File: config.mk
export PLATFORM = sky130hd
export DESIGN_NAME = ha_misr
export DESIGN_NICKNAME = d
export VERILOG_FILES = /design/src/rtl/ha_misr.sv
export SDC_FILE = /design/constraint.sdc
export NUM_CORES = 1
export LEC_CHECK = 0
export ABC_CLOCK_PERIOD_IN_PS = 1100
export BUFFER_PORTS_ARGS = -buffer_cell sky130_fd_sc_hd__buf_2
export CAP_MARGIN = 15
export CORE_AREA = 2 2 39 41
export DETAILED_ROUTE_END_ITERATION = 10
export DIE_AREA = 0 0 41 43
export PLACE_DENSITY_LB_ADDON = 0.15
export SLEW_MARGIN = 25
export SYNTH_ARGS = -nofsm -noshare
export SYNTH_HDL_FRONTEND = slang
export SYNTH_SLANG_ARGS = --single-unit
File: constraint.sdc
create_clock -name clk -period 1.1 [get_ports clk]
set_input_delay 0.11 -clock clk [delete_from_list [all_inputs] [get_ports clk]]
set_output_delay 0.11 -clock clk [all_outputs]
set_load 0.05 [all_outputs]
File: src/rtl/ha_misr.sv
// Multiple-input signature register compacting {carry,sum} responses.
// Built only when HA_CHK_MISR_EN is defined.
module ha_misr #(
  parameter int               SIG_W    = 8,
  parameter logic [SIG_W-1:0] SIG_POLY = 8'h1D
) (
  input  logic             clk,
  input  logic             rst,
  input  logic             clr,
  input  logic             en,
  input  logic [1:0]       din,
  output logic [SIG_W-1:0] sig
);

  logic [SIG_W-1:0] sig_r;
  logic [SIG_W-1:0] sig_s;

  // Next signature: shift with polynomial feedback, fold response into low bits
  always_comb begin
    sig_s = {sig_r[SIG_W-2:0], 1'b0};
    if (sig_r[SIG_W-1]) begin
      sig_s = sig_s ^ SIG_POLY;
    end else begin
      sig_s = sig_s;
    end
    sig_s = sig_s ^ SIG_W'(din);
  end

  // Signature register; clear wins over step
  always_ff @(posedge clk or posedge rst) begin
    if (rst) begin
      sig_r <= {SIG_W{1'b0}};
    end else if (clr) begin
      sig_r <= {SIG_W{1'b0}};
    end else if (en) begin
      sig_r <= sig_s;
    end else begin
      sig_r <= sig_r;
    end
  end

  assign sig = sig_r;

endmodule

==> run summary <==
OUTCOME
---------------------------------------------------------------------------------
Outcome ............................................................ finished, final reports clean

FINAL LAYOUT
---------------------------------------------------------------------------------
Most common cell after layout, fill and taps aside .................        buf_2
Storage cell area ..................................................    201 sq um
Number of nets in the layout .......................................           55
Footprint of the multi-input gates .................................    166 sq um
Highest-count cells in the layout ignoring fill and taps ........... buf_2 (12), nor2_1 (8), dfrtp_1 (7)
Area added between synthesis and finish ............................        26.9%
Antenna diode count ................................................            0
Share of cells above drive strength 1 ..............................        45.8%
Largest register FFs ...............................................            8
Fillers ............................................................          147

DETAILED ROUTING
---------------------------------------------------------------------------------
Wire length on met1 ................................................       359 um
Initial DRT Pass Iterations ........................................            3
Routed length on met3 ..............................................        35 um
Total wire length after detailed routing ...........................       770 um
Uppermost routed layer .............................................         met3
Routed length per instance .........................................      12.0 um
Number of DRC violations after detailed-routing iteration 0 ........            6
Number of remaining DRC errors .....................................            0
Vias ...............................................................          290
Via count normalized by instance count .............................         4.53
Met2 Wirelength ....................................................       375 um
Detail Route Antenna Nets ..........................................            0

SETUP PATH
---------------------------------------------------------------------------------
Largest stage delay on the critical path ...........................       390 ps
Kind of start point of the critical path ...........................    flip-flop
Cell family contributing the most delay on the critical path .......   flip-flops
Setup crit end kind ................................................   output pin
Data arrival at the endpoint of the critical path ..................       930 ps
CP Cell Sequence ...................................................        buf_2
Setup crit start ...................................................       sig[0]
Slowest cell on crit path ..........................................      dfrtp_1
Kind of critical path .............................................. flip-flop to output pin
Launch instance of the worst register-to-register path .............       sig[7]
R2R setup slack ....................................................       180 ps
Required time reported for the critical path endpoint ..............       990 ps
Reg-to-Reg End .....................................................       sig[4]
Critical path peak fanout ..........................................            3
Number of cells on the worst reg-to-reg path .......................            2
Number of buffer and inverter instances along the worst setup path .            1

FLOORPLAN
---------------------------------------------------------------------------------
Core box area ......................................................   1380 sq um
Die outline area ...................................................   1760 sq um
Die width ..........................................................        41 um
Number of placement rows ...........................................           14
Effective utilization at floorplan .................................        28.2%
Ports placed on the boundary .......................................           14
Y dimension of the die .............................................        43 um

POWER AND IR DROP
---------------------------------------------------------------------------------
Worst vdd rail ir drop .............................................       416 uV
Final total power ..................................................       707 uW
Areal power density over the cells ................................. 1430 nW/um^2
Leakage component of the power .....................................     0.240 nW

STA
---------------------------------------------------------------------------------
Maximum achievable frequency .......................................      957 MHz
Post-Route Skew ....................................................      12.4 ps
Worst slew margin relative to its limit ............................        79.3%
Final setup TNS ....................................................         0 ps
Final count of pins violating max slew .............................            0
RSZ-0062 raised after global routing ...............................        false
Final critical-path required period ................................      1040 ps
Measured slew at the worst slew-check pin ..........................       310 ps
Setup violations, final ............................................            0
Number of hold violations in the final report ......................            0
Final worst path period share ......................................        95.0%

SYNTH
---------------------------------------------------------------------------------
Most area-consuming cells after synthesis .......................... dfrtp_1 (51%), a211oi_2 (16%), xnor2_1 (11%)
Number of warnings printed during yosys synthesis ..................            0
Instance count of the mapped netlist ...............................           33
Area fraction of the dominant cell type after synthesis ............        51.3%
Fraction of the mapped netlist area in adder cells .................           0%
Netlist cell types .................................................            9
Largest family of logic cells by synthesized area .................. compound AO/OA/AOI/OAI gates
Synthesized Nets ...................................................           39
Post-synthesis compound-gate area fraction .........................        16.0%
Post-Synth XOR/XNOR Area ...........................................        11.2%
Synth Cell Area ....................................................    390 sq um
Fraction of the mapped netlist area in simple logic gates ..........        7.69%
Average cell area after synthesis ..................................   11.8 sq um
Synth area leader ..................................................      dfrtp_1
Share of synthesized area spent on multiplexers ....................        7.69%
Number of synthesized register bits ................................            8
Seq/Total Area, Yosys ..............................................        51.3%

CLOCKING
---------------------------------------------------------------------------------
CTS tree ...........................................................          yes
Maximum clock insertion buffer count ...............................            2
Register clock-pin slew on the reported worst setup and hold paths .        60 ps
CTS sink count .....................................................            8
Clock latency of the later-clocked register in the worst-skew pair .       260 ps
Total clock buffers created by CTS .................................            3
CTS H-Tree Depth ...................................................            1
Root buffer selected by CTS ........................................     clkbuf_4

WORST HOLD PATH
---------------------------------------------------------------------------------
Startpoint of the most critical hold path ..........................          clr
HP Class ........................................................... input pin to flip-flop
Sink of the worst hold path ........................................       sig[1]
WHS Path Cells .....................................................            2

FLOW RUN
---------------------------------------------------------------------------------
Maximum Capacitance Violations .....................................            0

GLOBAL ROUTING
---------------------------------------------------------------------------------
Pin count of the biggest net entering global routing ...............           14
Total global-route track usage .....................................        10.7%
Total gr overflow ..................................................            0
Wire length of the first global-routing pass .......................      1.19 mm
Initial antenna violation count ....................................            0
Via count of the first global-routing pass .........................          285

PLACEMENT
---------------------------------------------------------------------------------
Port buffer count ..................................................           13
RePlAce Congestion .................................................        0.660

-- stage by stage --
step / cells / hold slack [ps] / area (sq um) / setup slack, ps / util [%]
floorplan: 33 / -74.4 / 398 / 12.9 / -
global placement: 59 / 65.4 / 457 / 228 / 33.0
detailed placement: 59 / 70.8 / 457 / 199 / 33.0
CTS: 64 / 147 / 495 / 49.3 / 35.8
global route: 64 / 150 / 495 / 22.5 / 35.8
finish: 64 / 147 / 495 / 55.1 / 35.8
-- synth_stat cells --
| cell | instances |
|---|---|
| mux2i_1 | 3 |
| inv_1 | 1 |
| buf_6 | 1 |
| dfrtp_1 | 8 |
| nor2_1 | 8 |
| clkbuf_1 | 1 |
| a211oi_2 | 5 |
| xnor2_1 | 5 |
| buf_2 | 1 |
-- how the worst max path moves through the flow --
stage,endpoint,slack [ps],cells after the start
detailed placement,sig[0],200,2
finish,sig[0],60,1
CTS,sig[7],50,1
floorplan,sig[2],10,3
global placement,sig[3],230,2
global route,sig[0],20,1
-- per-layer routing --
layer,up-vias,GRT usage (%)
li1,137,-
met1,147,12.7
met2,6,14.4
met3,0,3.14
met4,0,10.0
met5,-,0
-- layout make-up --
cell class / instances / share of cell area [%]
flip-flops and latches: 8 / 40.7
repair buffers: 14 / 15.7
clock buffers: 4 / 5.30
well taps: 16 / 4.04
multi-input cells: 21 / 33.6
inverters: 1 / 0.758
-- power by group --
group	switching [mW]	total (mW)	internal [mW]
Sequential	0.0136	0.323	0.309
Clock	0.105	0.244	0.139
Combinational	0.0969	0.141	0.0438
-- timing repair --
item,4_1_cts,5_1_grt
setup buffers,0,0
hold buffers,1,0
gates resized for setup,1,0
hold endpoints to repair,8,0
endpoints found under the setup margin,1,0
-- logic make-up after synthesis --
kind of cell / count (synthesis)
buffers and inverters: 4
DFF: 8
and+or+nand+nor: 8
muxes: 3
xor gates and xnor gates: 5
AOI/OAI and AO/OA: 5
Note: power is estimated with default switching activity, not from simulation.
